File: src/rtl/interval_alarm_scheduler.sv
// Multi-slot alarm scheduler comparing armed absolute targets against the shared
// free-running microsecond time base; one-shot or periodic, with sticky pending/overrun.
module interval_alarm_scheduler #(
    parameter int unsigned NSLOTS     = 4,
    parameter int unsigned SLOT_WIDTH = 2
) (
    input  logic                  clk,
    input  logic                  rst,
    input  logic [31:0]           microsecondsSinceBoot,
    input  logic                  writeStrobe,
    input  logic [SLOT_WIDTH-1:0] writeSlot,
    input  logic [1:0]            writeCommand,
    input  logic [31:0]           writeTarget,
    input  logic [31:0]           writePeriod,
    output logic [NSLOTS-1:0]     alarmPulse,
    output logic [NSLOTS-1:0]     alarmPending,
    output logic [NSLOTS-1:0]     alarmOverrun,
    output logic [NSLOTS-1:0]     alarmArmed
);

    localparam int unsigned TW = 32;

    localparam logic [1:0] CMD_DISARM   = 2'd0;
    localparam logic [1:0] CMD_ONESHOT  = 2'd1;
    localparam logic [1:0] CMD_PERIODIC = 2'd2;

    typedef enum logic {
        IDLE  = 1'b0,
        ARMED = 1'b1
    } slot_state_e;

    if (NSLOTS < 1 || NSLOTS > 16 || (64'd1 << SLOT_WIDTH) < 64'(NSLOTS)) begin : g_param_check
        $error("interval_alarm_scheduler: illegal NSLOTS/SLOT_WIDTH combination");
    end

    for (genvar i = 0; i < NSLOTS; i++) begin : g_slot
        slot_state_e   state_q;
        logic [TW-1:0] target_q;
        logic [TW-1:0] period_q;
        logic          periodic_q;
        logic          pulse_q;
        logic          pending_q;
        logic          overrun_q;

        logic [TW-1:0] diff_c;
        logic          hit_c;
        logic          expired_c;
        logic          override_c;
        logic          fire_c;

        // Wrap-safe expiry: anything up to half the time range behind now counts as due.
        assign diff_c     = microsecondsSinceBoot - target_q;
        assign hit_c      = writeStrobe && (writeSlot == SLOT_WIDTH'(i));
        assign expired_c  = (state_q == ARMED) && !diff_c[TW-1];
        assign override_c = hit_c && (writeCommand != 2'd3);
        assign fire_c     = expired_c && !override_c;

        // Fire takes priority over acknowledge; arm/disarm suppress a coincident fire.
        always_ff @(posedge clk or posedge rst) begin
            if (rst) begin
                state_q    <= IDLE;
                target_q   <= '0;
                period_q   <= '0;
                periodic_q <= 1'b0;
                pulse_q    <= 1'b0;
                pending_q  <= 1'b0;
                overrun_q  <= 1'b0;
            end else begin
                pulse_q <= fire_c;
                if (fire_c) begin
                    pending_q <= 1'b1;
                    overrun_q <= overrun_q | pending_q;
                    if (periodic_q) begin
                        target_q <= target_q + period_q;
                    end else begin
                        state_q <= IDLE;
                    end
                end else if (hit_c) begin
                    case (writeCommand)
                        CMD_DISARM: state_q <= IDLE;
                        CMD_ONESHOT, CMD_PERIODIC: begin
                            state_q    <= ARMED;
                            target_q   <= writeTarget;
                            period_q   <= writePeriod;
                            periodic_q <= (writeCommand == CMD_PERIODIC) && (writePeriod != '0);
                        end
                        default: begin
                            pending_q <= 1'b0;
                            overrun_q <= 1'b0;
                        end
                    endcase
                end
            end
        end

        assign alarmPulse[i]   = pulse_q;
        assign alarmPending[i] = pending_q;
        assign alarmOverrun[i] = overrun_q;
        assign alarmArmed[i]   = (state_q == ARMED);
    end

endmodule

File: config.mk
export PLATFORM = sky130hd
export DESIGN_NAME = interval_alarm_scheduler
export DESIGN_NICKNAME = d
export VERILOG_FILES = /design/src/rtl/interval_alarm_scheduler.sv
export SDC_FILE = /design/constraint.sdc
export NUM_CORES = 1
export LEC_CHECK = 0
export CORE_ASPECT_RATIO = 1.5
export CORE_MARGIN = 2
export CORE_UTILIZATION = 56
export DETAILED_ROUTE_END_ITERATION = 16
export HOLD_SLACK_MARGIN = 0.05
export PLACE_DENSITY = 0.82
export SKIP_LAST_GASP = 1
export SLEW_MARGIN = 10
export SYNTH_ARGS = -nofsm -noshare
export SYNTH_HDL_FRONTEND = slang
export SYNTH_SLANG_ARGS = --single-unit
File: constraint.sdc
create_clock -name clk -period 8.71 [get_ports clk]
set_input_delay 1.742 -clock clk [delete_from_list [all_inputs] [get_ports clk]]
set_output_delay 1.742 -clock clk [all_outputs]
set_load 0.01 [all_outputs]
==> impl_metrics.yaml, run 1 <==
run_status:
  run_status: "complete, no violations"
floorplanning:
  die_h_um: 241
  die_w_um: 162
  start_util_pct: 56.8
  num_rows: 86
  core_mm2: 0.0368
  ios: 119
  die-area_mm2: 0.0389
logic_synthesis:
  ys_types: 83
  ys_ff_latch: 276
  synth.top_cell.area_share_pct: 33.0
  synth_ff_type: "dfrtp_1"
  synthAdderAreaFrac_pct: 15.2
  synth_nets: 2638
  yosysSeqAreaShare_pct: 33.0
  syn_avg_cell_area_um2: 9.15
  syn_inst: 2284
  synth_top_family_by_area: "compound AO/OA/AOI/OAI gates"
  synth.area.top_cells: "dfrtp_1 (33%), ha_1 (15%), mux2_2 (5.4%)"
  synth_top_cell_by_area: "dfrtp_1"
  synth_async_sr_flop_share_pct: 100
  synthMuxAreaShare_pct: 10.5
  synth-edff-count: 0
  synthSimpleGateAreaFrac_pct: 12.3
  synth_xor_area_share_pct: 4.27
  yosys_warnings: 0
  synthesis.area_mm2: 0.0209
  synth_compound_area_share_pct: 19.2
drt:
  routedWlPerCell_um: 23.5
  via_per_inst: 6.52
  routed_wl_mm: 67.6
  drt_pass1_iterations: 7
  antenna_left: 0
  route.detailed.drc: 0
  dr.first_iter.drc_count: 1684
  num_vias: 18800
sta:
  max_freq_ghz: 0.162
  setup-tns-final_ps: 0
  maxSlewViolCount: 0
  slew_headroom_pct: 27.3
  setup_violations: 0
  worst_pin_slew_ps: 1090
  period_needed_ps: 6190
  hold_violations: 0
  finClkSkew_ps: 16.2
  fin_crit_sh_pct: 71.0
  rsz0062_at_grt: "no"
  whs_ps: 487
run:
  drv_cap: 0
global_routing:
  grt_usage_pct: 34.7
  grt_max_degree: 170
  gr-total-overflow: 0
  antenna_found_initial: 2
  first_global_vias: 19200
  grt_pass1_wl_mm: 104
worst_setup_path:
  cp.arrival_ps: 6650
  worstSetupPathType: "in2reg"
  critPathRequiredTime_ps: 9170
  slowest_delay_ps: 790
  slowest_stage: "nor4_1"
  crit_fanout: 38
  worstPathCellList: "clkdlybuf4s50_1 -> ha_1 -> nand4_1 -> nor4_1 -> a221oi_1 -> o221ai_1 -> a41o_1 -> mux2i_4 -> buf_4 -> or2_2 -> nand2_1 -> o221ai_1 -> a21oi_1"
  cp-start-kind: "input port"
  crit_buf_inv: 2
  path_common_cell: "o221ai_1"
  end_kind: "flip-flop"
  crit_family: "simple AND/OR/NAND/NOR gates"
final_layout:
  nNetsFinal: 2723
  n_antenna_cell: 0
  synthToLayoutAreaGrowth_pct: 12.5
  fin_area_mm2: 0.0235
  layout-drive-gt1-share_pct: 8.48
  fill_cells: 2977
  post-route-util_pct: 63.9
clocking:
  clk_path_buf_depth: 3
  cts.sinks: 276
  clock_latency_ps: 590
  ctsResizeCount: 0
  cts.clk_slew.worst_paths_ps: 70
  cts_setup_buffers: 0
  numCtsBuffers: 30
  htreeDepth: 1
  clock_tree.root_cell: "clkbuf_16"
  hold_buffers: 0
  cts_tree: "yes"
place:
  port_buffers: 118
  dpl_cell_area_mm2: 0.0224
  finalWeightedCongestion: 1.06
  dp_hpwl_mm: 50.6
power_and_ir_drop:
  ir_drop_mv: 0.276
  leakagePower_uw: 0.0110
  p_per_area_mw_per_mm2: 431
  power_uw: 10100
hold_path:
  holdCritPathClass: "reg2reg"
## stage by stage
stage	cells	setup WS, ps
detailed placement	2821	2140
CTS	2877	2710
global placement	2821	2290
floorplan	2284	3320
finish	2877	2520
global route	2877	2390
## registers in the layout, summed over array words and instances, names as in the netlist
name and flops:
g_slot.overrun_q 4, g_slot.pending_q 4, g_slot.period_q 128, g_slot.periodic_q 4, g_slot.pulse_q 4, g_slot.state_q 4
g_slot.target_q 128
## layout by cell type (no fill, tap or decap), types with 8 or more instances in the layout
| cell type | count |
|---|---|
| o211ai_1 | 14 |
| nand2_1 | 263 |
| a31oi_1 | 19 |
| or3_1 | 8 |
| nand2b_1 | 22 |
| or2_2 | 8 |
| a211oi_1 | 31 |
| nor3_1 | 31 |
| xor2_1 | 30 |
| nor2b_1 | 20 |
| mux2i_1 | 103 |
| a211o_1 | 12 |
| a21oi_1 | 180 |
| o22ai_1 | 8 |
| nand4_1 | 21 |
| dfrtp_1 | 276 |
| clkbuf_16 | 31 |
| and2_1 | 10 |
| o21ai_1 | 14 |
| o21a_1 | 18 |
| inv_1 | 173 |
| and3_1 | 13 |
| clkdlybuf4s50_1 | 118 |
| nor2_1 | 88 |
| buf_4 | 16 |
| o21bai_1 | 17 |
| o21ai_0 | 151 |
| mux2_2 | 100 |
| nand3_1 | 37 |
| nor4_1 | 12 |
| xnor2_1 | 72 |
| ha_1 | 247 |
| a21o_1 | 89 |
## final timing paths
path	cells past startpoint	slack [ps]	start	end
max	13	2520	microsecondsSinceBoot[16]	g_slot[2].target_q[31]
min	2	490	g_slot[2].period_q[24]	g_slot[2].period_q[24]
max reg2reg	13	3850	g_slot[2].target_q[15]	g_slot[2].target_q[31]
min reg2reg	2	490	g_slot[2].period_q[24]	g_slot[2].period_q[24]
max in group asynchronous	3	5520	rst	g_slot[1].target_q[30]
min in group asynchronous	2	1690	rst	g_slot[3].pulse_q
## synthesized netlist by cell type, types with 6 or more instances
| master | count |
|---|---|
| a211o_1 | 12 |
| a211oi_1 | 31 |
| a21o_1 | 89 |
| a21oi_1 | 180 |
| a22oi_1 | 6 |
| a31oi_1 | 19 |
| and2_1 | 11 |
| and3_1 | 13 |
| and4_1 | 6 |
| buf_2 | 31 |
| buf_4 | 26 |
| buf_6 | 6 |
| clkbuf_1 | 18 |
| dfrtp_1 | 276 |
| ha_1 | 247 |
| inv_1 | 174 |
| mux2_2 | 100 |
| mux2i_1 | 104 |
| nand2_1 | 264 |
| nand2b_1 | 22 |
| nand3_1 | 37 |
| nand4_1 | 21 |
| nor2_1 | 90 |
| nor2b_1 | 20 |
| nor3_1 | 32 |
| nor3b_1 | 6 |
| nor4_1 | 12 |
| o211ai_1 | 14 |
| o21a_1 | 18 |
| o21ai_0 | 151 |
| o21ai_1 | 14 |
| o21bai_1 | 17 |
| o22ai_1 | 8 |
| o31ai_1 | 6 |
| or2_2 | 7 |
| or3_1 | 8 |
| xnor2_1 | 72 |
| xor2_1 | 30 |
## worst register-to-register path: stages (launching register included)
cell      delay (ps)
dfrtp_1          430
inv_1             70
ha_1             270
nand4_1          240
nor4_1           790
a221oi_1         190
o221ai_1         220
a41o_1           250
mux2i_4          260
buf_4            350
or2_2            750
nand2_1          540
o221ai_1         320
a21oi_1           60
## cell type report
cell class              count  area [µm²]  share of cell area, %
multi-input cells        1750       12900                   54.9
flip-flops and latches    276        6910                   29.4
repair buffers            135        1320                   5.62
clock buffers              42         877                   3.73
inverters                 176         664                   2.83
well taps                 484         606                   2.58
clock inverters            14         231                  0.984
## routing by layer
layer | routed length, µm | track usage [%] | part of all wire [%] | vias to the layer above
met2 | 32700 | 59.9 | 48 | 1008
met4 | 6200 | 27.5 | 9.2 | 4
met1 | 23200 | 37.3 | 34 | 9020
li1 | - | - | - | 8360
met3 | 5540 | 6.17 | 8.2 | 358
met5 | 23 | 0 | 0.034 | -
## where the power goes
part	switching [µW]	internal, µW
clock	569	878
sequential	447	1870
combinational	3730	2650
total	4750	5400
## kinds of logic (layout without fill, tap and decap cells)
family	after synthesis	after routing
xor+xnor	102	102
buf+inv	258	367
flops	276	276
mux	206	206
simple gates	560	560
fa+ha+maj	251	251
compound gates	631	631
Note: power is estimated with default switching activity, not from simulation.
==> inputs of run 2 (changes only) <==
--- a/config.mk
+++ b/config.mk
@@ -7,10 +7,10 @@
 export LEC_CHECK = 0
 export CORE_ASPECT_RATIO = 1.5
 export CORE_MARGIN = 2
-export CORE_UTILIZATION = 56
+export CORE_UTILIZATION = 62
 export DETAILED_ROUTE_END_ITERATION = 16
 export HOLD_SLACK_MARGIN = 0.05
-export PLACE_DENSITY = 0.82
+export PLACE_DENSITY = 0.85
 export SKIP_LAST_GASP = 1
 export SLEW_MARGIN = 10
 export SYNTH_ARGS = -nofsm -noshare
==> constraint.sdc (replaced) <==
create_clock -name clk -period 6 [get_ports clk]
set_input_delay 1.2 -clock clk [delete_from_list [all_inputs] [get_ports clk]]
set_output_delay 1.2 -clock clk [all_outputs]
set_load 0.01 [all_outputs]
==> impl_metrics.yaml, run 2 (synthesized netlist as in run 1, its figures left out) <==
clocking:
  clock_latency_ps: 600
  cts_tree: "yes"
  cts.clk_slew.worst_paths_ps: 60
  numCtsBuffers: 30
  clk_path_buf_depth: 3
  ctsResizeCount: 0
  clock_tree.root_cell: "clkbuf_16"
  htreeDepth: 1
  hold_buffers: 0
  cts.sinks: 276
  cts_setup_buffers: 0
sta:
  fin_crit_sh_pct: 81.4
  setup_ws_ps: 1120
  setup_violations: 0
  setup-tns-final_ps: 0
  slew_headroom_pct: 33.7
  maxSlewViolCount: 0
  finClkSkew_ps: 23.5
  max_freq_ghz: 0.205
  period_needed_ps: 4880
  worst_pin_slew_ps: 988
  hold_violations: 0
  rsz0062_at_grt: "no"
floorplanning:
  die_w_um: 154
  start_util_pct: 62.7
  die_h_um: 229
  ios: 119
  die-area_mm2: 0.0352
  num_rows: 82
  core_mm2: 0.0333
final_layout:
  nNetsFinal: 2738
  n_antenna_cell: 0
  top_regs: "g_slot.period_q x128, g_slot.target_q x128"
  layout_commonest_cell: "dfrtp_1"
  fin_area_mm2: 0.0236
  fill_cells: 2522
  mostFrequentLayoutCells: "dfrtp_1 (276), nand2_1 (263), ha_1 (247)"
  synthToLayoutAreaGrowth_pct: 12.9
  layout-drive-gt1-share_pct: 9.14
  stdcell_count: 2827
drt:
  antenna_left: 0
  drt_pass1_iterations: 6
  route.detailed.drc: 0
  routed_wl_mm: 67.8
  dr.first_iter.drc_count: 1399
  via_per_inst: 6.58
  num_vias: 18600
  routedWlPerCell_um: 24.0
worst_setup_path:
  slowest_stage: "mux2i_4"
  cp.arrival_ps: 5390
  worstPathCellList: "clkdlybuf4s50_1 -> ha_1 -> a21o_1 -> a21oi_1 -> o21ai_1 -> a2111oi_0 -> o211a_1 -> o21ai_1 -> mux2i_4 -> mux2i_4 -> buf_4 -> a211oi_1 -> a21oi_1"
  end_kind: "flip-flop"
  r2r_start: "g_slot[3].target_q[0]"
  worstSetupPathType: "in2reg"
  worstSetupStartpoint: "microsecondsSinceBoot[4]"
  crit_buf_inv: 2
  critPathRequiredTime_ps: 6500
  crit_family: "compound AO/OA/AOI/OAI gates"
  slowest_delay_ps: 700
  crit_fanout: 18
  rrSetupSlack_ps: 1660
  cp-start-kind: "input port"
global_routing:
  grt_pass1_wl_mm: 105
  grtUsageMet3_pct: 5.76
  antenna_found_initial: 0
  grt_max_degree: 141
  use_met2_pct: 65.4
  grt_usage_pct: 38.5
  global_route.peak_usage_layer: "met2"
  grtUsageMet1_pct: 41.2
  first_global_vias: 19300
  gr-total-overflow: 0
power_and_ir_drop:
  clockPowerShare_pct: 14.1
  p_comb_share_pct: 62.9
  p_int_uw: 7840
  p_sw_uw: 6810
  sw_frac_of_total_pct: 46.5
  p_per_area_mw_per_mm2: 620
  pwr-share-seq_pct: 23.0
  power_uw: 14600
  ir_drop_mv: 0.379
  leakagePower_uw: 0.0111
run:
  drv_cap: 0
place:
  finalWeightedCongestion: 1.01
  port_buffers: 118
  placed_cells: 2772
  dpl_worst_slack_ps: 642
  dpl_cell_area_mm2: 0.0225
  dp_hpwl_mm: 51.4
hold_path:
  holdCritPathClass: "reg2reg"
  hold_start: "g_slot[2].period_q[2]"
run_status:
  run_status: "complete, no violations"
## run 2: cell count changes in the layout (fill, tap and decap cells not counted), sizes merged
cell / change
bufinv: -2
buf: +15
clkbuf: +1
clkinv: -2
clkinvlp: +2
## run 2: through the flow
stage | utilization [%] | hold slack [ps]
2_1_floorplan | - | 450
4_1_cts | 70.8 | 487
6_report | 70.8 | 485
3_3_place_gp | 67.5 | 465
5_1_grt | 70.8 | 513
3_5_place_dp | 67.5 | 468
## run 2: path summary, 6_finish.rpt
kind                                           to  cells past startpoint
setup / recovery            g_slot[0].target_q[8]                     13
hold / removal              g_slot[2].period_q[2]                      2
setup reg to reg           g_slot[3].target_q[30]                     12
hold reg to reg             g_slot[2].period_q[2]                      2
max in group asynchronous   g_slot[1].period_q[6]                      3
min in group asynchronous  g_slot[2].target_q[11]                      2
## run 2: worst reg2reg max path, delay by kind of cell (launching register included)
family	cells	cell delay, ps
compound gates	7	2920
fa+ha+maj	2	500
flops	1	430
simple gates	2	300
buf+inv	1	90
## run 2: power groups by stage
stage	Combinational [µW]	Clock (µW)	Sequential, µW
detailed placement	8910	0	3370
CTS	9000	2080	3350
global placement	8570	0	3330
floorplan	6800	0	3150
finish	9210	2070	3370
global route	10100	2150	3460
## run 2: final cells by class
| type | count | area, µm² | area share [%] |
|---|---|---|---|
| clock buffers | 43 | 921 | 3.90 |
| clock inverters | 12 | 176 | 0.747 |
| inverters | 176 | 664 | 2.81 |
| multi-input cells | 1750 | 12900 | 54.7 |
| flip-flops and latches | 276 | 6910 | 29.3 |
| well taps | 420 | 526 | 2.23 |
| repair buffers | 150 | 1510 | 6.39 |
## run 2: routing by layer
layer,vias up,wire (µm)
met2,962,32300
met3,384,4920
li1,8373,-
met5,-,0
met1,8880,23200
met4,0,7390
